`src/rtl/cache_pkg.sv`:
```
// Shared constants, address field helpers and the fill FSM state type
// for the cache refill engine.
package cache_pkg;

  localparam int ADDR_W    = 16;
  localparam int DATA_W    = 16;
  localparam int SET_BITS  = 6;
  localparam int WORD_BITS = 3;
  localparam int TAG_W     = 6;

  // Bit positions of the address fields (byte address, 16-bit words)
  localparam int WORD_LSB = 1;
  localparam int SET_LSB  = WORD_LSB + WORD_BITS;
  localparam int TAG_LSB  = SET_LSB + SET_BITS;

  // Clears the byte/word offset so a fill always starts at word 0
  localparam logic [ADDR_W-1:0] BLOCK_MASK = ~(ADDR_W'((1 << SET_LSB) - 1));

  typedef enum logic [1:0] {
    IDLE  = 2'd0,
    FILL  = 2'd1,
    TAGWR = 2'd2,
    DONE  = 2'd3
  } fill_state_t;

  function automatic logic [SET_BITS-1:0] get_set(input logic [ADDR_W-1:0] addr);
    return addr[SET_LSB +: SET_BITS];
  endfunction

  function automatic logic [TAG_W-1:0] get_tag(input logic [ADDR_W-1:0] addr);
    return addr[TAG_LSB +: TAG_W];
  endfunction

  function automatic logic [WORD_BITS-1:0] get_word(input logic [ADDR_W-1:0] addr);
    return addr[WORD_LSB +: WORD_BITS];
  endfunction

endpackage

```
`src/rtl/cache_fill_engine_onehot_dec.sv`:
```
// Binary to one-hot decoder with an enable; all zeros when disabled.
module onehot_dec #(
  parameter int N = 3
) (
  input  logic [N-1:0]      bin,
  input  logic              en,
  output logic [(2**N)-1:0] onehot
);

  // Decode the binary index into a single asserted bit when enabled
  always_comb begin
    onehot = '0;
    if (en) begin
      onehot[bin] = 1'b1;
    end else begin
      onehot = '0;
    end
  end

endmodule

```
`src/rtl/cache_fill_engine.sv`:
```
// Miss-refill writer: issues 8 pipelined word reads for the missing block,
// writes each returned word into the victim way of the data array, then
// writes the tag/valid entry and pulses fill_done.
module cache_fill_engine
  import cache_pkg::*;
(
  input  logic                    clk,
  input  logic                    rst,
  input  logic                    miss,
  input  logic [ADDR_W-1:0]       miss_addr,
  input  logic                    victim_way,
  output logic                    mem_en,
  output logic [ADDR_W-1:0]       mem_addr,
  input  logic                    mem_valid,
  input  logic [DATA_W-1:0]       mem_data,
  output logic [DATA_W-1:0]       arr_din,
  output logic                    arr_wen0,
  output logic                    arr_wen1,
  output logic [(2**SET_BITS)-1:0]  arr_blk_en,
  output logic [(2**WORD_BITS)-1:0] arr_word_en,
  output logic [1:0]              tag_wen,
  output logic [TAG_W-1:0]        tag_out,
  output logic                    busy,
  output logic                    fill_done
);

  fill_state_t           state;
  fill_state_t           state_nxt;
  logic [ADDR_W-1:0]     base_addr;
  logic [SET_BITS-1:0]   set_idx;
  logic [TAG_W-1:0]      tag_lat;
  logic                  way_lat;
  logic [WORD_BITS-1:0]  iss_cnt;
  logic                  iss_done;
  logic [WORD_BITS-1:0]  rcv_cnt;

  // Issue side runs for 8 cycles unconditionally; receive side only counts valids
  logic issue_act;
  logic wr_act;
  logic [ADDR_W-1:0] addr_step;

  assign issue_act = (state == FILL) && !iss_done;
  assign wr_act    = (state == FILL) && mem_valid;
  assign addr_step = {{(ADDR_W-WORD_BITS-1){1'b0}}, iss_cnt, 1'b0};

  // State register
  always_ff @(posedge clk or negedge rst) begin
    if (!rst) begin
      state <= IDLE;
    end else begin
      state <= state_nxt;
    end
  end

  // Next-state logic
  always_comb begin
    state_nxt = state;
    case (state)
      IDLE:    state_nxt = miss ? FILL : IDLE;
      FILL:    state_nxt = (wr_act && (rcv_cnt == 3'd7)) ? TAGWR : FILL;
      TAGWR:   state_nxt = DONE;
      DONE:    state_nxt = IDLE;
      default: state_nxt = IDLE;
    endcase
  end

  // Request latch and issue/receive counters
  always_ff @(posedge clk or negedge rst) begin
    if (!rst) begin
      base_addr <= '0;
      set_idx   <= '0;
      tag_lat   <= '0;
      way_lat   <= 1'b0;
      iss_cnt   <= 3'd0;
      iss_done  <= 1'b0;
      rcv_cnt   <= 3'd0;
    end else if (state == IDLE) begin
      if (miss) begin
        base_addr <= miss_addr & BLOCK_MASK;
        set_idx   <= get_set(miss_addr);
        tag_lat   <= get_tag(miss_addr);
        way_lat   <= victim_way;
      end
      iss_cnt  <= 3'd0;
      iss_done <= 1'b0;
      rcv_cnt  <= 3'd0;
    end else if (state == FILL) begin
      if (issue_act) begin
        iss_cnt <= iss_cnt + 3'd1;
        if (iss_cnt == 3'd7) begin
          iss_done <= 1'b1;
        end
      end
      if (wr_act) begin
        rcv_cnt <= rcv_cnt + 3'd1;
      end
    end
  end

  // Output decode: memory requests, array write strobes, tag write, status
  always_comb begin
    mem_en    = 1'b0;
    mem_addr  = '0;
    arr_din   = '0;
    arr_wen0  = 1'b0;
    arr_wen1  = 1'b0;
    tag_wen   = 2'b00;
    tag_out   = '0;
    busy      = 1'b0;
    fill_done = 1'b0;
    case (state)
      IDLE: begin
        busy = 1'b0;
      end
      FILL: begin
        busy   = 1'b1;
        mem_en = issue_act;
        if (issue_act) begin
          mem_addr = base_addr + addr_step;
        end else begin
          mem_addr = '0;
        end
        if (wr_act) begin
          arr_din  = mem_data;
          arr_wen0 = ~way_lat;
          arr_wen1 = way_lat;
        end else begin
          arr_din  = '0;
          arr_wen0 = 1'b0;
          arr_wen1 = 1'b0;
        end
      end
      TAGWR: begin
        busy    = 1'b1;
        tag_wen = way_lat ? 2'b10 : 2'b01;
        tag_out = tag_lat;
      end
      DONE: begin
        fill_done = 1'b1;
      end
      default: begin
        busy = 1'b0;
      end
    endcase
  end

  onehot_dec #(.N(SET_BITS)) u_blk_dec (
    .bin    (set_idx),
    .en     (wr_act),
    .onehot (arr_blk_en)
  );

  onehot_dec #(.N(WORD_BITS)) u_word_dec (
    .bin    (rcv_cnt),
    .en     (wr_act),
    .onehot (arr_word_en)
  );

endmodule
```
`config.mk`:
```
export PLATFORM = sky130hd
export DESIGN_NAME = cache_fill_engine
export DESIGN_NICKNAME = d
export VERILOG_FILES = /design/src/rtl/cache_pkg.sv /design/src/rtl/cache_fill_engine_onehot_dec.sv /design/src/rtl/cache_fill_engine.sv
export SDC_FILE = /design/constraint.sdc
export NUM_CORES = 1
export LEC_CHECK = 0
export CELL_PAD_IN_SITES_DETAIL_PLACEMENT = 1
export CELL_PAD_IN_SITES_GLOBAL_PLACEMENT = 1
export CORE_MARGIN = 8
export CORE_UTILIZATION = 24
export CTS_BUF_LIST = sky130_fd_sc_hd__clkbuf_16
export DETAILED_ROUTE_END_ITERATION = 10
export PLACE_DENSITY = 0.95
export SETUP_SLACK_MARGIN = 0.15
export SYNTH_ARGS = -nofsm -noshare
export SYNTH_HDL_FRONTEND = slang
export SYNTH_SLANG_ARGS = --single-unit
```
`constraint.sdc`:
```
create_clock -name clk -period 4.6 [get_ports clk]
set_input_delay 0.46 -clock clk [delete_from_list [all_inputs] [get_ports clk]]
set_output_delay 0.46 -clock clk [all_outputs]
set_load 0.01 [all_outputs]
```
==> metrics.md, run 1 <==
| Metric | Value |
|---|---|
| Pwr/cell area | 436 nW/um^2 |
| P&R area growth vs syn | 82.9% |
| Dpl hpwl | 7200 microns |
| Die Y | 105 microns |
| Worst-Margin Slew | 1120 ps |
| Skew final | 2.01 ps |
| Initial Util | 24.9% |
| Post-synth top area share | 28.6% |
| Syn. warnings | 0 |
| CTS sink count | 22 |
| Net count, final | 417 |
| Seq cells post-synth | 22 |
| Slew Viols, Final | 0 |
| Residual DRC | 0 |
| Post-route minimum period | 3420 ps |
| Max Freq | 0.293 GHz |
| Final setup violation count | 0 |
| Worst hold path type | flop to flop |
| Total Routing Usage GR | 15.9% |
| Crit start category | input pin |
| Synth Flop Type | dfrtp_1 |
| Bufs on Longest Clock Path | 2 |
| Sequential cell area fraction in the yosys report | 28.6% |
| RSZ-0062 raised after global routing | false |
| CP max FO | 24 |
| Die ar. | 11,100 sq um |
| Wire length per cell | 19.4 microns |
| Grt met3 use | 5.36% |
| Asr flop ratio synth | 100% |
| Req. time, crit path | 4140 ps |
| Setup CP Type | input pin to output port |
| Initial antenna violation count | 0 |
| GR peak layer | met2 |
| Dpl ws | 1190 ps |
| Cell area after technology mapping | 1920 sq um |
| Initial DRT Pass Iterations | 6 |
| Routing usage on met2 | 28.3% |
| Status | finished clean |
| Routed wire length | 9170 microns |
| Skew-Pair Late Insertion Delay | 250 ps |
| Final RePlAce weighted congestion | 0.786 |
| Setup tns final | 0 ps |
| Fill count | 896 |
| Post-Syn Nets | 285 |
| N_diodes | 0 |
| Final setup margin | 1180 ps |
| Top cells by area, synth | dfrtp_1 (29%), nor2_1 (12%), and2_1 (7.2%) |
| Critical Path End Type | output port |
| Hold_buf cts | 0 |
| First-pass GRT wire length | 14,400 microns |
| Post-CTS setup buffer count | 0 |
| Post-synth EDFFs | 0 |
| Max-Slew Margin vs Limit | 25.4% |
| Vias | 2,322 |
| Avg Cell Area, Syn | 8.01 sq um |
| Cell count after synthesis | 240 |
| Leakage | 0.00129 uW |
| Initial DRC count | 56 |
| Period Utilization, post-route | 74.3% |
| Largest net degree at the start of global routing | 38 |
| Row Count | 32 |
| Arrival time at the worst endpoint | 2960 ps |
| Via density | 4.92 |
| Port bufs | 148 |
| IR Drop Worst-Case VDD | 310 uV |
| Level count of the clock H-tree | 1 |
| GRT met1 Usage | 16.9% |
| Clk root buf | clkbuf_16 |
| Cell taking the most area after synthesis | dfrtp_1 |
| Die Wd | 105 microns |
| Clk slew on worst S/H paths | 60 ps |
| Synth unique cells | 31 |
| Max-cap violations | 0 |
| Vias in the first global route | 2,532 |
| Final ANT Viol Nets | 0 |
| Gr ovfl total | 0 |
| Post-cts sizing count | 0 |
| Share of layout cells above drive strength 1 | 3.24% |
| Num CTS Buffers | 3 |
| Final Hold Vio Count | 0 |
| I/O pin cnt | 154 |
| CTS tree | built |
| Core area | 7730 sq um |
## stage by stage
| stage | area (sq um) | util [%] | hold slack [ps] | cells | total power [uW] |
|---|---|---|---|---|---|
| final | 3520 | 45.5 | 501 | 472 | 1530 |
| after detailed placement | 3440 | 44.5 | 500 | 469 | 1360 |
| after CTS | 3520 | 45.5 | 512 | 472 | 1550 |
| after floorplan | 1920 | - | 164 | 240 | 920 |
| after global routing | 3520 | 45.5 | 551 | 472 | 1640 |
| after global placement | 3440 | 44.5 | 482 | 469 | 1310 |
## cells in the mapped netlist, types with 3 or more instances
| library cell | number |
|---|---|
| nor4_1 | 8 |
| nand2b_1 | 5 |
| mux2_1 | 11 |
| mux2_2 | 4 |
| nand3_1 | 3 |
| a21oi_1 | 3 |
| nand4_1 | 4 |
| clkbuf_1 | 10 |
| and2_1 | 22 |
| dfrtp_1 | 22 |
| buf_2 | 12 |
| nand2_1 | 4 |
| or4b_1 | 3 |
| ha_1 | 8 |
| nor2_1 | 63 |
| nand4bb_1 | 9 |
| nand4b_1 | 10 |
| nor3_1 | 4 |
| and3_1 | 17 |
| nor2b_1 | 4 |
## layout make-up
| type | instances | area (sq um) | area share [%] |
|---|---|---|---|
| clock buffer | 3 | 75.1 | 2.14 |
| inverter | 2 | 7.51 | 0.214 |
| multi-input combinational | 193 | 1260 | 35.8 |
| sequential | 22 | 551 | 15.7 |
| tap | 102 | 128 | 3.63 |
| timing repair buffer | 150 | 1500 | 42.6 |
## state kept, by name, indices dropped and copies added, names as in the netlist, named ones only
| signal | count |
|---|---|
| iss_done | 1 |
| rcv_cnt | 3 |
| tag_lat | 6 |
| set_idx | 5 |
| iss_cnt | 3 |
| way_lat | 1 |
| base_addr | 1 |
| state | 1 |
## metal layers
metal | part of all wire (%) | up-vias
met4 | 2.6 | 0
met3 | 8.8 | 14
met2 | 50 | 93
met1 | 38 | 1126
li1 | - | 1089
met5 | 0 | -
## layout by cell type, fill, tap and decap left out
cell type	n
or4b_1	3
mux2_1	11
a21bo_1	2
a21boi_1	1
buf_4	2
nor4_2	1
ha_1	8
dfrtp_1	22
or4b_4	1
nand2b_1	5
a21oi_1	3
nor3_1	4
clkbuf_16	3
or4_4	1
and3_1	17
nor2b_1	4
nor2_1	63
nand4bb_1	9
o21ai_1	2
clkdlybuf4s50_1	148
nor4_1	8
nand4_1	4
nand4b_1	10
o22ai_1	1
nand2_1	4
nand3_1	3
o31a_1	1
mux2_2	4
conb_1	1
inv_1	2
and2_1	22
## worst max-delay path, stage by stage
cell and delay [ps]:
clkdlybuf4s50_1 750, buf_4 340, nand2_1 400, nor4_1 400, clkdlybuf4s50_1 600
## cells by family (layout without fill, tap and decap cells)
kind of cell / count (synthesis) / after routing / share of synthesized area (%)
and+or+nand+nor: 159 / 159 / 47.8
buffers and inverters: 25 / 155 / 5.86
DFF: 22 / 22 / 28.6
muxes: 15 / 15 / 8.79
AOI/OAI and AO/OA: 10 / 10 / 3.52
adders and majority gates: 8 / 8 / 5.21
other: 1 / 1 / 0.195
## final timing paths
check / startpoint / endpoint / slack [ps] / cells past startpoint
min: tag_lat[1] / tag_lat[1] / 500 / 1
min in group asynchronous: rst / tag_lat[5] / 770 / 1
min reg2reg: tag_lat[1] / tag_lat[1] / 500 / 1
max reg2reg: flop / iss_cnt[0] / 2500 / 4
max: mem_valid / arr_blk_en[9] / 1180 / 5
max in group asynchronous: rst / base_addr[9] / 3200 / 1
## report_power, final
group	internal [uW]	leakage [uW]	switching, uW	total (uW)
sequential	274	0.000271	202	476
clock	115	0.0000370	71.2	186
combinational	461	0.000984	409	869
total	850	0.00129	682	1530
(Power assumes the default switching activity.)
==> inputs of run 2 (changes only) <==
Settings changed: CORE_UTILIZATION 24 to 20, PLACE_DENSITY 0.95 to 0.87.
Clock period 4.6 ns to 3 ns, I/O delays scaled along.
==> run 2 against run 1 <==
Clock power rose by 52%. Core utilization fell by 6.5 points. Clock-buffer cell count did not move. Sequential cell count did not move. First-iteration DRC count rose by 30%. Largest cell class unchanged. Highest routed layer unchanged.
==> metrics.md, run 2 (synthesis gave the netlist of run 1 again) <==
| Metric | Value |
|---|---|
| Num CTS Buffers | 3 |
| Die Wd | 114 microns |
| IR Drop Worst-Case VDD | 378 uV |
| Pwr/cell area | 662 nW/um^2 |
| Grt met3 use | 5.12% |
| Level count of the clock H-tree | 1 |
| Critical path endpoint | arr_blk_en[38] |
| Setup CP Type | flop to output port |
| GRT met1 Usage | 14.7% |
| Final setup margin | 290 ps |
| Skew final | 0.987 ps |
| Critical-path top delay cell | clkdlybuf4s50_1 |
| GR peak layer | met2 |
| Dpl ws | 453 ps |
| Worst hold path type | input pin to asynchronous set/reset pin |
| Net count, final | 426 |
| Row Count | 35 |
| Slew Viols, Final | 0 |
| Skew-Pair Late Insertion Delay | 250 ps |
| Critical Path End Type | output port |
| Max-Slew Margin vs Limit | 55.7% |
| Max-cap violations | 0 |
| Most common cell after layout, fill and taps aside | clkdlybuf4s50_1 |
| Share of layout cells above drive strength 1 | 5.80% |
| Hold_buf cts | 0 |
| Via density | 4.57 |
| Clk slew on worst S/H paths | 60 ps |
| CP max FO | 15 |
| R2r endpoint | set_idx[2] |
| Gr ovfl total | 0 |
| Reg-to-reg slack, setup | 930 ps |
| Fin cells | 508 |
| Status | finished clean |
| Initial antenna violation count | 0 |
| Period Utilization, post-route | 90.3% |
| CTS tree | built |
| Residual DRC | 0 |
| Max FFs per register | 6 |
| Final Hold Vio Count | 0 |
| Bufs on Longest Clock Path | 2 |
| Wire length per cell | 17.8 microns |
| RSZ-0062 raised after global routing | true |
| Arrival time at the worst endpoint | 2410 ps |
| Setup tns final | 0 ps |
| Core area | 9280 sq um |
| Final setup violation count | 0 |
| Die Y | 114 microns |
| Reg2reg path depth | 4 |
| P&R area growth vs syn | 88.3% |
| Vias | 2,323 |
| Dpl cells | 504 |
| Post-route minimum period | 2710 ps |
| Die ar. | 13,000 sq um |
| Req. time, crit path | 2700 ps |
| N_diodes | 0 |
| First-pass GRT wire length | 14,000 microns |
| Routed wire length | 9020 microns |
| Top reg by flops | tag_lat |
| I/O pin cnt | 154 |
| Vias in the first global route | 2,527 |
| Initial DRT Pass Iterations | 4 |
| Crit start category | flop |
| Routing usage on met2 | 24.5% |
| Crit-path cells | inv_1 > ha_1 > buf_4 > nand4b_1 > nor2_1 > clkdlybuf4s50_1 |
| Total Routing Usage GR | 13.4% |
| Top Registers | tag_lat (6), set_idx (5) |
| Initial DRC count | 73 |
| Worst-Margin Slew | 664 ps |
| Worst r2r src | state[0] |
| Clk root buf | clkbuf_16 |
| Most frequent cells in the layout | clkdlybuf4s50_1 (148), nor2_1 (63), and2_1 (22), dfrtp_1 (22), and3_1 (17) |
| Final ANT Viol Nets | 0 |
| Core Util, Final | 39.0% |
| Initial Util | 20.7% |
| CTS sink count | 22 |
| Max Freq | 0.369 GHz |
| Port bufs | 148 |
| Final RePlAce weighted congestion | 0.742 |
| Largest net degree at the start of global routing | 23 |
| Crit path largest cell delay | 570 ps |
| Dpl hpwl | 7360 microns |
| Leakage | 0.00133 uW |
==> run 2: changes by cell type in the layout (fill, tap and decap cells not counted) <==
cell     change
nand2_2      +1
buf_4        +9
nand2_1      -1
==> run 2: worst max-delay path, delay by kind of cell, from the launching register on <==
kind,cells,cell delay (ps)
flops,1,400
simple gates,2,580
buf+inv,3,910
fa+ha+maj,1,250
==> run 2: stage by stage <==
stage                     total power (uW)  cell area [sq um]  hold WS [ps]
after floorplan                       1410               1920          4.41
after global placement                2080               3530           480
after detailed placement              2150               3530           505
after CTS                             2450               3610           427
after global routing                  2580               3620           443
final                                 2400               3620           411
==> run 2: how the worst min path moves through the flow <==
stage / startpoint / cells past startpoint / endpoint / slack [ps]
after floorplan: rst / 0 / asynchronous set/reset pin / 4
after global placement: tag_lat[1] / 1 / tag_lat[1] / 480
after detailed placement: tag_lat[1] / 1 / tag_lat[1] / 500
after CTS: rst / 2 / iss_done / 430
after global routing: rst / 2 / iss_cnt[1] / 440
final: rst / 2 / iss_done / 410
==> run 2: what timing repair did <==
item	in CTS	in global routing
endpoints found under the hold margin	0	0
setup buffers	0	1
setup endpoints to repair	0	7
gates resized for setup	0	1
==> run 2: where the power goes <==
group          leakage [uW]  switching (uW)  internal, uW
Sequential         0.000271             243           422
Clock             0.0000370             106           176
Combinational       0.00103             689           762
Total               0.00133            1040          1360
==> run 2: metal layers <==
| metal | share of wire (%) | routed length, microns |
|---|---|---|
| met2 | 50 | 4480 |
| met3 | 9.5 | 855 |
| met1 | 41 | 3670 |
| met4 | 0.18 | 16 |
| met5 | 0 | 0 |
==> run 2: layout make-up <==
class	count	area [sq um]
multi-input combinational	193	1260
timing repair buffer	159	1560
sequential	22	551
tap	129	161
inverter	2	7.51
clock buffer	3	75.1
fill	1120	5660
==> inputs of run 3 (changes only) <==
Settings changed: CORE_UTILIZATION 20 to 35, DONT_BUFFER_PORTS set to 1, PLACE_DENSITY 0.87 to 0.8.
==> run 3 against run 2 <==
Sequential share of layout area rose by 11 points. Critical path type unchanged. Power fell by 21%. Register-to-register slack barely moved. Clock power barely moved. Worst hold slack got worse by 240 ps. Largest power group unchanged.
==> metrics.md, run 3 (synthesis gave the netlist of run 1 again) <==
| Metric | Value |
|---|---|
| Status | finished clean |
| Bufs on Longest Clock Path | 2 |
| Crit-path cells | inv_1 > ha_1 > nand2_1 > nor4_1 > buf_4 |
| Crit start category | flop |
| N_diodes | 0 |
| Port bufs | 0 |
| P&R area growth vs syn | 8.33% |
| Post-cts sizing count | 0 |
| Core area | 5410 sq um |
| Via density | 5.75 |
| Die Y | 90.1 microns |
| Pint | 968 uW |
| Most frequent cells in the layout | nor2_1 (63), and2_1 (22), dfrtp_1 (22) |
| Max-cap violations | 0 |
| Die ar. | 8120 sq um |
| IR Drop Worst-Case VDD | 491 uV |
| CTS tree | built |
| Register area | 551 sq um |
| Reg2reg path depth | 6 |
| Top Registers | tag_lat (6), set_idx (5) |
| Hold Crit Depth | 1 |
| Initial antenna violation count | 0 |
| Row Count | 27 |
| Gr ovfl total | 0 |
| Max-Slew Margin vs Limit | 31.9% |
| Final Hold Vio Count | 0 |
| Post-CTS setup buffer count | 0 |
| Slew Viols, Final | 0 |
| Fill count | 655 |
| Flop pwr share | 37.4% |
| Crit path max-delay family | simple AND/OR/NAND/NOR gates |
| Req. time, crit path | 2700 ps |
| Final setup violation count | 0 |
| Residual DRC | 0 |
| Num CTS Buffers | 3 |
| Level count of the clock H-tree | 1 |
| CP Buf/Inv Count | 2 |
| Initial DRC count | 51 |
| Clk slew on worst S/H paths | 60 ps |
| Sw Pwr | 929 uW |
| Switching Fraction | 49.0% |
| Vias in the first global route | 1,789 |
| First-pass GRT wire length | 10,300 microns |
| Skew final | 3.43 ps |
| Clk network pwr share | 14.8% |
| Arrival time at the worst endpoint | 2160 ps |
| Pwr/cell area | 911 nW/um^2 |
| Period Utilization, post-route | 82.0% |
| CTS sink count | 22 |
| Max FFs per register | 6 |
| Worst-Margin Slew | 1020 ps |
| Post-route minimum period | 2460 ps |
| Crit path largest cell delay | 440 ps |
| Skew-Pair Late Insertion Delay | 250 ps |
| Dpl ws | 845 ps |
| Initial DRT Pass Iterations | 4 |
| Total Routing Usage GR | 15.2% |
| Final setup margin | 539 ps |
| Most common cell after layout, fill and taps aside | nor2_1 |
| Top reg by flops | tag_lat |
| Setup tns final | 0 ps |
| Combinational share of power | 47.8% |
| Cell count along the critical path | 5 |
| Critical-path top delay cell | nand2_1 |
| Largest net degree at the start of global routing | 35 |
| Leakage | 0.000823 uW |
| Dpl hpwl | 5110 microns |
| Routed wire length | 6700 microns |
| Net count, final | 280 |
| Hold path start | miss_addr[7] |
| Wire length per cell | 22.0 microns |
| CP max FO | 15 |
| Setup CP Type | flop to output port |
| Final RePlAce weighted congestion | 0.744 |
| Initial Util | 35.6% |
| Clk root buf | clkbuf_16 |
| I/O pin cnt | 154 |
| Vias | 1,755 |
| Share of layout cells above drive strength 1 | 9.44% |
| Critical Path End Type | output port |
| Final ANT Viol Nets | 0 |
| Multi-input gate area | 1260 sq um |
| RSZ-0062 raised after global routing | false |
| Worst hold path type | input pin to flop |
| Max Freq | 0.406 GHz |
| Die Wd | 90.1 microns |
[run 3: changes by cell type in the layout (fill, tap and decap cells not counted)]
cell,change
nand2_2,-1
nand2_1,+1
clkdlybuf4s50_1,-148
buf_4,+1
dlygate4sd3_1,+1
[run 3: what timing repair did]
item,CTS,global route
hold endpoints to repair,22,0
endpoints found under the setup margin,0,0
hold buffers,1,0
[run 3: final timing paths]
| kind | endpoint | slack, ps |
|---|---|---|
| setup / recovery | arr_blk_en[46] | 540 |
| hold / removal | set_idx[3] | 170 |
| setup reg to reg | iss_cnt[0] | 920 |
| hold reg to reg | tag_lat[1] | 510 |
| max in group asynchronous | set_idx[0] | 1710 |
| min in group asynchronous | iss_cnt[0] | 670 |
[run 3: power groups by stage]
stage          Combinational [uW]  Sequential [uW]  Clock, uW
3_3_place_gp                  888              707          0
6_report                      907              710        281
5_1_grt                       995              744        298
2_1_floorplan                 893              517          0
3_5_place_dp                  915              720          0
4_1_cts                       926              717        287
[run 3: final cells by class]
type	instances	area share [%]
clock buffers	3	3.61
inverters	2	0.361
multi-input cells	193	60.5
flip-flops and latches	22	26.4
well taps	72	4.33
repair buffers	13	4.81
[run 3: through the flow]
stage          total power [uW]  area [sq um]  instances  hold WS, ps  util [%]
3_3_place_gp               1600          2000        301         5.40      36.9
3_5_place_dp               1630          2000        301         5.23      36.9
6_report                   1900          2080        305          173      38.5
5_1_grt                    2040          2080        305          168      38.5
4_1_cts                    1930          2080        305          172      38.5
2_1_floorplan              1410          1920        240         4.41         -
[run 3: metal layers]
metal	vias to the layer above	routed length [microns]	GRT usage [%]
met4	0	47	3.74
met1	842	2830	18.4
met2	89	3150	24.2
met3	4	675	6.48
met5	-	0	0
li1	820	-	-
